**config.mk**
```make
export PLATFORM = sky130hd
export DESIGN_NAME = fitbit_seven_seg_driver
export DESIGN_NICKNAME = d
export VERILOG_FILES = /design/src/rtl/fitbit_seven_seg_driver.sv
export SDC_FILE = /design/constraint.sdc
export NUM_CORES = 1
export LEC_CHECK = 0
export CAP_MARGIN = 10
export CELL_PAD_IN_SITES_DETAIL_PLACEMENT = 0
export CELL_PAD_IN_SITES_GLOBAL_PLACEMENT = 1
export CORE_MARGIN = 2
export CORE_UTILIZATION = 46
export CTS_BUF_LIST = sky130_fd_sc_hd__clkbuf_4
export DETAILED_ROUTE_END_ITERATION = 12
export HOLD_SLACK_MARGIN = 0.02
export PLACE_DENSITY = 0.9
export SLEW_MARGIN = 20
export SYNTH_ARGS = -nofsm -noshare
export SYNTH_HDL_FRONTEND = slang
export SYNTH_SLANG_ARGS = --single-unit
```
**constraint.sdc**
```tcl
create_clock -name CLK -period 3.1 [get_ports CLK]
set_clock_uncertainty 0.15 [all_clocks]
set_input_delay 0.31 -clock CLK [delete_from_list [all_inputs] [get_ports CLK]]
set_output_delay 0.31 -clock CLK [all_outputs]
set_load 0.01 [all_outputs]
```
**src/rtl/fitbit_seven_seg_driver.sv**
```systemverilog
// fitbit_seven_seg_driver: double-dabble BCD conversion and 4-digit multiplexed seven-segment scan
module fitbit_seven_seg_driver #(
    parameter int REFRESH_DIV = 100000,
    parameter int MAX_SHOWN   = 9999
) (
    input  logic        CLK,
    input  logic        reset,
    input  logic [15:0] display,
    input  logic        is_miles,
    input  logic        SI,
    output logic [3:0]  an,
    output logic [6:0]  seg,
    output logic        dp
);
    localparam int CW = $clog2(REFRESH_DIV);
    localparam logic [15:0] MAX_V = 16'(MAX_SHOWN);

    typedef enum logic [1:0] {IDLE, LOAD, SHIFT, DONE} state_t;

    state_t        r_state, w_next;
    logic [3:0]    r_iter;
    logic [15:0]   r_val, r_scratch, r_bcd, w_adj;
    logic [1:0]    r_shadow, r_flag;
    logic [CW-1:0] r_cnt;
    logic [1:0]    r_sel, w_sel;
    logic [3:0]    r_an, w_an, w_nib, w_blank;
    logic [6:0]    r_seg, w_seg, w_seg_dec;
    logic          r_dp, w_dp, w_wrap;
    logic [3:1]    w_zero;

    // conversion state register
    always_ff @(posedge CLK) begin
        r_state <= reset ? IDLE : w_next;
    end

    // conversion next state: one load, sixteen shifts, one commit
    always_comb begin
        w_next = IDLE;
        case (r_state)
            IDLE:    w_next = LOAD;
            LOAD:    w_next = SHIFT;
            SHIFT:   w_next = (r_iter == 4'd15) ? DONE : SHIFT;
            default: w_next = IDLE;
        endcase
    end

    // double-dabble correction: bump every nibble >= 5 before the shift
    always_comb begin
        w_adj = r_scratch;
        for (int k = 0; k < 4; k++)
            w_adj[k*4 +: 4] = (r_scratch[k*4 +: 4] >= 4'd5) ? r_scratch[k*4 +: 4] + 4'd3 : r_scratch[k*4 +: 4];
    end

    // conversion datapath; digits and flags commit together so they never mix samples
    always_ff @(posedge CLK) begin
        if (reset) begin
            r_val     <= '0;
            r_scratch <= '0;
            r_iter    <= '0;
            r_shadow  <= '0;
            r_bcd     <= '0;
            r_flag    <= '0;
        end else begin
            case (r_state)
                LOAD: begin
                    r_val     <= (display > MAX_V) ? MAX_V : display;
                    r_shadow  <= {is_miles, SI};
                    r_scratch <= '0;
                    r_iter    <= '0;
                end
                SHIFT: begin
                    {r_scratch, r_val} <= {w_adj, r_val} << 1;
                    r_iter             <= r_iter + 4'd1;
                end
                DONE: begin
                    r_bcd  <= r_scratch;
                    r_flag <= r_shadow;
                end
                default: ;
            endcase
        end
    end

    assign w_wrap    = r_cnt == CW'(REFRESH_DIV - 1);
    assign w_sel     = r_sel + 2'd1;
    assign w_nib     = r_bcd[{w_sel, 2'b00} +: 4];
    assign w_zero[3] = r_bcd[15:12] == 4'd0;
    assign w_zero[2] = r_bcd[11:8] == 4'd0;
    assign w_zero[1] = r_bcd[7:4] == 4'd0;
    assign w_blank   = {w_zero[3], &w_zero[3:2], &w_zero[3:1], 1'b0};
    assign w_an      = ~(4'b0001 << w_sel);
    assign w_seg     = w_blank[w_sel] ? 7'b1111111 : w_seg_dec;
    assign w_dp      = ~((w_sel == 2'd0 && r_flag[1]) || (w_sel == 2'd3 && r_flag[0]));

    // digit decode for the slot about to be shown; unreachable codes blank
    always_comb begin
        w_seg_dec = 7'b1111111;
        case (w_nib)
            4'd0: w_seg_dec = 7'b1000000;
            4'd1: w_seg_dec = 7'b1111001;
            4'd2: w_seg_dec = 7'b0100100;
            4'd3: w_seg_dec = 7'b0110000;
            4'd4: w_seg_dec = 7'b0011001;
            4'd5: w_seg_dec = 7'b0010010;
            4'd6: w_seg_dec = 7'b0000010;
            4'd7: w_seg_dec = 7'b1111000;
            4'd8: w_seg_dec = 7'b0000000;
            4'd9: w_seg_dec = 7'b0010000;
            default: ;
        endcase
    end

    // refresh scan: advance digit and latch its drive only on the slot wrap
    always_ff @(posedge CLK) begin
        if (reset) begin
            r_cnt <= '0;
            r_sel <= '0;
            r_an  <= 4'b1111;
            r_seg <= 7'b1111111;
            r_dp  <= 1'b1;
        end else begin
            r_cnt <= w_wrap ? '0 : r_cnt + CW'(1);
            if (w_wrap) begin
                r_sel <= w_sel;
                r_an  <= w_an;
                r_seg <= w_seg;
                r_dp  <= w_dp;
            end
        end
    end

    assign an  = r_an;
    assign seg = r_seg;
    assign dp  = r_dp;
endmodule

```
# After elaboration in Yosys (flattened, before gate mapping)
# Index checks and enable logic that the tools add are counted.
# word_totals
reg_bits,89
inputBits,20
out_inout_bits,12
elab_cells,71
# classes
add_sub_neg,7
order_cmp,6
eq_ne,15
shifts,2
muxes,14
bitwise,2
n_reduce_logical,13
# op_table
operator,n
7-bit one-hot mux with 10 select lines,1
16-bit one-hot mux with 2 select lines,2
17-bit by 1-bit adder with 17-bit output (second input constant),1
17-bit equality test (second input constant),1
4-bit by 3-bit equality test with 1-bit output (second input constant),4
4-bit by 3-bit greater-or-equal comparator with 1-bit output (second input constant),4
16-bit by 14-bit greater-than comparator with 1-bit output (second input constant),1
4-bit logical NOT,4
16-bit 2-to-1 mux,1
16-bit by 5-bit variable part select with 4-bit output,1
4-bit by 2-bit adder with 4-bit output (second input constant),3
4-bit equality test (second input constant),3
4-bit 2-to-1 mux,3
4-bit by 2-bit equality test with 1-bit output (second input constant),2
4-bit one-hot mux with 2 select lines,1
7-bit 2-to-1 mux,1
2-bit equality test (second input constant),3
2-bit one-hot mux with 3 select lines,1
4-bit by 1-bit adder with 4-bit output (second input constant),1
4-bit by 1-bit equality test with 1-bit output (second input constant),1
2-bit logical NOT,2
4-bit inverter,1
1-bit by 2-bit left shift with 4-bit output (first input constant),1
3-bit by 2-bit adder with 3-bit output (second input constant),1
13 further kinds,15

# Longest topological paths before layout
# Gate-level depths: netlist of run 1.
# logic_depth
word_depth,5
mapped_depth,8
mapped_depth_nobuf,7

# Least setup slack after synthesis of run 1
# OpenSTA, ideal clock, no wires.
# synth_timing
path_kind,register -> register
from,register r_sel[0]
to,register r_seg[1] (netlist: seg[1])
setup_time_ns,0.124
arrival_time_ns,2.316
required_ns,2.826
path_slack_ns,0.509
path_stages_with_launch,9
path_buffers,1
synth_period_minus_slack_ns,2.591
path_cell_list,dfxtp_1 > inv_1 > ha_1 > buf_6 > mux4_2 > o21ai_1 > o31ai_1 > nor2b_1 > a2111o_1
# synth_via
elab_chain_cells,5
word_cells_on_any_way,16
cone_classes,1 x add/sub; 9 x eq/ne; 1 x shift; 4 x mux; 1 x reduce/logical
# synth_rtl
element,line_no,rtl
from (decl),25,"logic [1:0] r_sel, w_sel;"
from (signal assigned),124,r_sel <= w_sel;
2-bit by 1-bit adder with 2-bit output (*),85,assign w_sel = r_sel + 2'd1;
net w_sel[0],25,
16-bit by 5-bit variable part select with 4-bit output,86,"assign w_nib = r_bcd[{w_sel, 2'b00} +: 4];"
4-bit equality test (tied with other cells),98,case (w_nib)
7-bit one-hot mux with 10 select lines,98,
7-bit 2-to-1 mux (*),92,assign w_seg = w_blank[w_sel] ? 7'b1111111 : w_seg_dec;
to (signal assigned),126,r_seg <= w_seg;
to (decl),27,"logic [6:0] r_seg, w_seg, w_seg_dec;"
# Mark *: on every way through the listed nets, which the timed path passes. The rest lies on a longest branch. The select of a mux whose other input is x is not followed.
# A chain may end at the register's enable or synchronous reset.

# Worst setup path in the final report of run 1
# layout_timing
from,register r_sel[1]
to,register r_seg[1] (netlist: seg[1])
# Same word-level chain as after synthesis.

==> results of run 1 <==
-- cells in the final DEF, fill, tap and decap left out, types with 6 or more instances in the layout --
cell,count
xnor2_1,13
o21ai_0,6
clkbuf_4,9
nand2_1,22
a21oi_1,26
a22oi_1,7
xor2_1,11
nor3_1,15
nor2_1,84
inv_1,17
nand3_1,12
o221ai_1,6
dfxtp_1,89
buf_4,10
mux2i_1,23
clkdlybuf4s50_1,30
ha_1,18
a221oi_1,8
-- registers in the layout (all words and copies together) (netlist names) --
register / count
r_cnt: 17
r_bcd: 16
r_scratch: 16
r_val: 16
seg: 7
an: 4
r_iter: 4
r_flag: 2
r_sel: 2
r_shadow: 2
r_state: 2
dp: 1
-- synthesized netlist by cell type, types with 2 or more instances --
| library cell | number | area [um^2] |
|---|---|---|
| xor2_1 | 11 | 96.3 |
| and3_1 | 4 | 25.0 |
| dfxtp_1 | 89 | 1780 |
| mux4_2 | 4 | 90.1 |
| mux2_2 | 3 | 33.8 |
| xnor2_1 | 13 | 114 |
| o31ai_1 | 5 | 37.5 |
| buf_2 | 3 | 15.0 |
| mux2i_1 | 23 | 230 |
| o221ai_1 | 6 | 52.6 |
| a31oi_1 | 2 | 12.5 |
| nor4_1 | 4 | 25.0 |
| a22oi_1 | 7 | 52.6 |
| nand4_1 | 3 | 18.8 |
| a211o_1 | 5 | 43.8 |
| a221oi_1 | 8 | 70.1 |
| or3_1 | 2 | 12.5 |
| clkbuf_1 | 13 | 48.8 |
| nand3_1 | 12 | 60.1 |
| nor2_1 | 84 | 315 |
| a21oi_1 | 26 | 130 |
| nand2_1 | 22 | 82.6 |
| o21bai_1 | 2 | 15.0 |
| and2_1 | 2 | 12.5 |
| nand2b_1 | 5 | 31.3 |
| a32oi_1 | 5 | 43.8 |
| nor3_1 | 15 | 75.1 |
| o21ai_0 | 6 | 30.0 |
| ha_1 | 18 | 225 |
| buf_1 | 3 | 11.3 |
| a2bb2oi_1 | 5 | 43.8 |
| buf_6 | 2 | 22.5 |
| inv_1 | 17 | 63.8 |
-- power groups by stage --
| stage | clock network, mW | logic [mW] | registers (mW) |
|---|---|---|---|
| 6_report | 0.693 | 0.588 | 1.30 |
| 5_1_grt | 0.758 | 0.656 | 1.31 |
| 4_1_cts | 0.715 | 0.593 | 1.30 |
| 3_5_place_dp | 0 | 0.589 | 1.32 |
| 3_3_place_gp | 0 | 0.574 | 1.32 |
| 2_1_floorplan | 0 | 0.423 | 1.31 |
-- worst max-delay path: cells and delay by family, from the launching register on --
kind | cells | cell delay [ns]
compound gates | 3 | 0.69
fa+ha+maj | 1 | 0.46
mux | 1 | 0.63
flops | 1 | 0.40
simple gates | 1 | 0.17
buf+inv | 1 | 0.08
-- through the flow --
stage,total power [mW],util [%],setup WS (ns)
detailed placement,1.91,51.9,0.487
global placement,1.89,51.9,0.549
global route,2.72,53.8,0.197
floorplan,1.73,-,0.509
CTS,2.60,53.8,0.429
finish,2.58,53.8,0.430
-- area by class of cell --
cell class | count | area (um^2)
clock buffers | 9 | 67.6
clock inverters | 5 | 81.3
fillers | 787 | 3990
inverters | 18 | 67.6
multi-input cells | 318 | 2120
flip-flops and latches | 89 | 1780
well taps | 108 | 135
repair buffers | 42 | 390
-- how the worst min path moves through the flow --
stage                          from        end  slack, ns  depth (start not counted)
after floorplan            r_cnt[0]   r_cnt[0]       0.28                          1
after global placement     r_cnt[0]   r_cnt[0]       0.29                          1
after detailed placement      an[1]      an[1]       0.30                          1
after CTS                 r_val[15]  r_val[15]       0.32                          2
after global routing       r_val[0]   r_val[0]       0.33                          2
final                      r_val[1]   r_val[1]       0.32                          2
-- logic make-up (layout without fill, tap and decap cells) --
| group | Yosys count | in the layout | synth area share (%) |
|---|---|---|---|
| xor+xnor | 24 | 24 | 5.16 |
| fa+ha+maj | 18 | 18 | 5.53 |
| compound gates | 83 | 83 | 14.3 |
| flops | 89 | 89 | 43.8 |
| buf+inv | 40 | 74 | 4.18 |
| simple gates | 163 | 163 | 18.3 |
| mux | 30 | 30 | 8.70 |
-- layer usage --
layer	GRT usage, %	up-vias	part of all wire (%)
li1	-	1638	-
met1	22.4	1540	49
met2	29.1	45	47
met3	3.44	7	2.8
met4	5.98	0	1.1
met5	0	-	0
-- repair_timing --
item / 4_1_cts / 5_1_grt
setup endpoints to repair: 0 / 0
hold buffers: 1 / 0
endpoints found under the hold margin: 2 / 0
==> results.sh, run 1 <==
export IMPL_status="complete, no violations"
export IMPL_syn_to_final_growth_pct=14.0
export IMPL_cts_setup_buffers=0
export IMPL_via_count=3230
export IMPL_dieHeight_um=98.1
export IMPL_netlist_area_um2=4070
export IMPL_crit_path_max_incr_delay_ns=0.63
export IMPL_pin_count=32
export IMPL_max_freq_mhz=375
export IMPL_drt_pre_antenna_iters=4
export IMPL_num_rows=34
export IMPL_critPathLaunchType="flip-flop"
export IMPL_grt_ovfl_total=0
export IMPL_maxSlewHeadroom_pct=51.8
export IMPL_ys_seq_area_share_pct=43.8
export IMPL_endpoint="seg[1]"
export IMPL_period_share_pct=86.1
export IMPL_worstPathMaxFanout=7
export IMPL_combinationalPowerShare_pct=22.8
export IMPL_core_area_um2=8640
export IMPL_setup_violations=0
export IMPL_critPathRequiredTime_ns=3.26
export IMPL_maxCapViolCount=0
export IMPL_cpMaxStageDelayCell="mux4_2"
export IMPL_worst_pin_slew_ns=0.723
export IMPL_drt_initial_drc_count=132
export IMPL_reg2reg_depth=7
export IMPL_ys_ff_latch=89
export IMPL_hold_class="flip-flop to flip-flop"
export IMPL_drc=0
export IMPL_hpwl_um=5600
export IMPL_start_util_pct=47.1
export IMPL_synth_edff_count=0
export IMPL_syn_mean_instance_area_um2=9.11
export IMPL_critPathCaptureType="flip-flop"
export IMPL_die_area_um2=9620
export IMPL_async_flop_share_pct=0
export IMPL_final_cell_area_um2=4640
export IMPL_cts_buffers_inserted=9
export IMPL_yosysWarnings=0
export IMPL_post_cts_resized=0
export IMPL_switching_share_pct=30.3
export IMPL_clockRootBuffer="clkbuf_4"
export IMPL_pwr_density_cell_nw_per_um2=555
export IMPL_grt_setup_unrepaired="false"
export IMPL_clock_sinks=89
export IMPL_syn_nets=485
export IMPL_yosysUniqueCellTypes=51
export IMPL_p_switching_mw=0.781
export IMPL_rrSetupSlack_ns=0.43
export IMPL_crit_arrival_ns=2.83
export IMPL_power_frac_clock_pct=26.9
export IMPL_dpl_cell_count=574
export IMPL_r2r_end="seg[1]"
export IMPL_grt_max_degree=71
export IMPL_seqPwrFrac_pct=50.3
export IMPL_postRouteAntennaNets=0
export IMPL_finalNonFillerCells=589
export IMPL_fin_tns_setup_ns=0
export IMPL_netlist_instances=447
export IMPL_internal_power_mw=1.80
export IMPL_drive_above_1_share_pct=7.48
export IMPL_critPathKind="flip-flop to flip-flop"
export IMPL_cp_cell_sequence="inv_1, ha_1, mux4_2, o21ai_1, o31ai_1, nor2b_1, a2111o_1"
export IMPL_cts_tree="built"
export IMPL_ir_drop_mv=0.352
export IMPL_nets=516
export IMPL_grt_pass1_vias=3130
export IMPL_hold_viol=0
export IMPL_dieWidth_um=98.1
export IMPL_antennaDiodeCount=0
export IMPL_worstSetupStartpoint="r_sel[1]"
export IMPL_r2r_start="r_sel[1]"
export IMPL_place_area_um2=4480
export IMPL_viasPerCell=5.48
export IMPL_wl_per_cell_um=13.6
export IMPL_grt_usage_pct=17.4
export IMPL_port_buffers=31
export IMPL_cts_buffer_depth=2
export IMPL_post_route_min_period_ns=2.67
export IMPL_holdWs_ns=0.319
export IMPL_grt_pass1_wl_um=14000
export IMPL_antenna_found_initial=0
export IMPL_wirelength_um=8000
export IMPL_finalMaxSlewViolations=0
export IMPL_ctsHtreeMaxLevel=3
export IMPL_p_leak_nw=1.67
export IMPL_globalplace_congestion=0.795
export IMPL_clk_latency_ns=0.42
export IMPL_synth_flop_cell="dfxtp_1"
export IMPL_path_clk_slew_ns=0.12
Note: power is estimated with default switching activity, not from simulation.
==> run 2, diff against run 1 <==
- ABC_CLOCK_PERIOD_IN_PS: not set -> 3100
- REMOVE_ABC_BUFFERS: not set -> 1
==> run 2 against run 1 <==
Final area fell by 1.1%. Sequential power barely moved. Total power shrank 4.9%. Critical path depth stayed put. Hold slack got worse by 0.11 ns. Clock-buffer cell count up 1. Routed wire length down 1.7%. Die area is the same. Register-to-register slack improved by 0.05 ns. Largest cell class unchanged. Largest power group unchanged.
==> results.sh, run 2 (synthesized netlist as in run 1, its figures left out) <==
export IMPL_crit_arrival_ns=2.80
export IMPL_critPathCaptureType="flip-flop"
export IMPL_setup_violations=0
export IMPL_setup_slack_ns=0.479
export IMPL_die_area_um2=9620
export IMPL_p_switching_mw=0.808
export IMPL_grt_usage_pct=16.8
export IMPL_critPathKind="flip-flop to flip-flop"
export IMPL_switching_share_pct=33.0
export IMPL_finalNonFillerCells=589
export IMPL_period_share_pct=84.5
export IMPL_final_util_pct=53.2
export IMPL_num_rows=34
export IMPL_maxSlewHeadroom_pct=58.3
export IMPL_r2r_start="r_sel[1]"
export IMPL_syn_to_final_growth_pct=12.8
export IMPL_dieWidth_um=98.1
export IMPL_dpl_cell_count=573
export IMPL_ir_drop_mv=0.312
export IMPL_worst_pin_slew_ns=0.625
export IMPL_viasPerCell=5.49
export IMPL_grt_pass1_wl_um=13600
export IMPL_cts_buffers_inserted=9
export IMPL_drc=0
export IMPL_cts_setup_buffers=0
export IMPL_cts_buffer_depth=2
export IMPL_hpwl_um=5410
export IMPL_place_area_um2=4480
export IMPL_antennaDiodeCount=0
export IMPL_path_clk_slew_ns=0.14
export IMPL_hold_class="input pin to flip-flop"
export IMPL_whs_endpoint="r_scratch[13]"
export IMPL_p_leak_nw=1.63
export IMPL_fin_tns_setup_ns=0
export IMPL_clock_sinks=89
export IMPL_largest_reg_flops=17
export IMPL_post_cts_resized=0
export IMPL_pin_count=32
export IMPL_critPathLaunchType="flip-flop"
export IMPL_dieHeight_um=98.1
export IMPL_via_count=3236
export IMPL_pwr_density_cell_nw_per_um2=534
export IMPL_grt_ovfl_total=0
export IMPL_holdWs_ns=0.212
export IMPL_clockRootBuffer="clkbuf_4"
export IMPL_final_cell_mix="dfxtp_1, nor2_1, clkdlybuf4s50_1"
export IMPL_whs_path_depth=2
export IMPL_seqPwrFrac_pct=53.1
export IMPL_drive_above_1_share_pct=7.48
export IMPL_start_util_pct=47.1
export IMPL_final_cell_area_um2=4590
export IMPL_port_buffers=31
export IMPL_cpMaxStageDelayCell="mux4_2"
export IMPL_grt_max_degree=44
export IMPL_drt_initial_drc_count=169
export IMPL_wl_per_cell_um=13.3
export IMPL_internal_power_mw=1.64
export IMPL_combinationalPowerShare_pct=23.4
export IMPL_cp_depth=7
export IMPL_wirelength_um=7860
export IMPL_antenna_found_initial=0
export IMPL_cp_cell_sequence="inv_1, ha_1, mux4_2, o21ai_1, o31ai_1, nor2b_1, a2111o_1"
export IMPL_status="complete, no violations"
export IMPL_critPathTopFamily="compound AO/OA/AOI/OAI gates"
export IMPL_cts_tree="built"
export IMPL_post_route_min_period_ns=2.62
export IMPL_ctsHtreeMaxLevel=3
export IMPL_power_total_mw=2.45
export IMPL_grt_setup_unrepaired="false"
export IMPL_cp_buffers_inverters=1
export IMPL_maxCapViolCount=0
export IMPL_nets=514
export IMPL_max_freq_mhz=382
export IMPL_clk_latency_ns=0.43
export IMPL_layout_commonest_cell="dfxtp_1"
export IMPL_place_ws_ns=0.473
export IMPL_critPathRequiredTime_ns=3.28
export IMPL_grt_pass1_vias=3007
export IMPL_min_from="reset"
export IMPL_power_frac_clock_pct=23.6
export IMPL_globalplace_congestion=0.766
export IMPL_cts_hold_buf=0
export IMPL_drt_pre_antenna_iters=4
export IMPL_postRouteAntennaNets=0
export IMPL_reg2reg_depth=7
export IMPL_core_area_um2=8640
export IMPL_hold_viol=0
export IMPL_finalMaxSlewViolations=0
export IMPL_r2r_end="seg[1]"
export IMPL_worstPathMaxFanout=7
export IMPL_top_register="r_cnt"
export IMPL_rrSetupSlack_ns=0.48
export IMPL_crit_path_max_incr_delay_ns=0.62
run 2: cell types whose count changed in the layout (fill, tap and decap cells not counted):
cell           previous run  this run
buf_4                    10         9
bufinv_16                 2         0
clkbuf_4                  9        10
clkinv_1                  1         2
clkinv_2                  1         0
clkinvlp_4                1         4
dlygate4sd3_1             1         0
run 2: power groups by stage:
stage	combinational [mW]	clock (mW)	sequential (mW)
floorplan	0.388	0	1.31
global placement	0.568	0	1.32
detailed placement	0.578	0	1.32
CTS	0.580	0.596	1.30
global route	0.636	0.639	1.31
finish	0.573	0.578	1.30
run 2: final cells by class:
| type | instances | area (um^2) |
|---|---|---|
| clock inverter | 6 | 42.5 |
| timing repair buffer | 40 | 373 |
| multi-input combinational | 318 | 2120 |
| clock buffer | 10 | 75.1 |
| fill | 823 | 4040 |
| tap | 108 | 135 |
| inverter | 18 | 67.6 |
| sequential | 89 | 1780 |
run 2: layer usage:
layer,global-route usage [%],vias to the layer above,wire length [um]
met5,0,-,0
met4,6.30,0,101
met3,2.86,7,247
met2,27.6,55,3570
met1,22.2,1538,3950
li1,-,1636,-
run 2: worst max path at each step:
stage	from	to	slack (ns)
floorplan	r_sel[0]	seg[1]	0.44
CTS	r_sel[1]	seg[1]	0.46
global placement	r_sel[1]	seg[1]	0.55
global route	r_sel[1]	seg[1]	0.33
finish	r_sel[1]	seg[1]	0.48
detailed placement	r_sel[1]	seg[1]	0.47
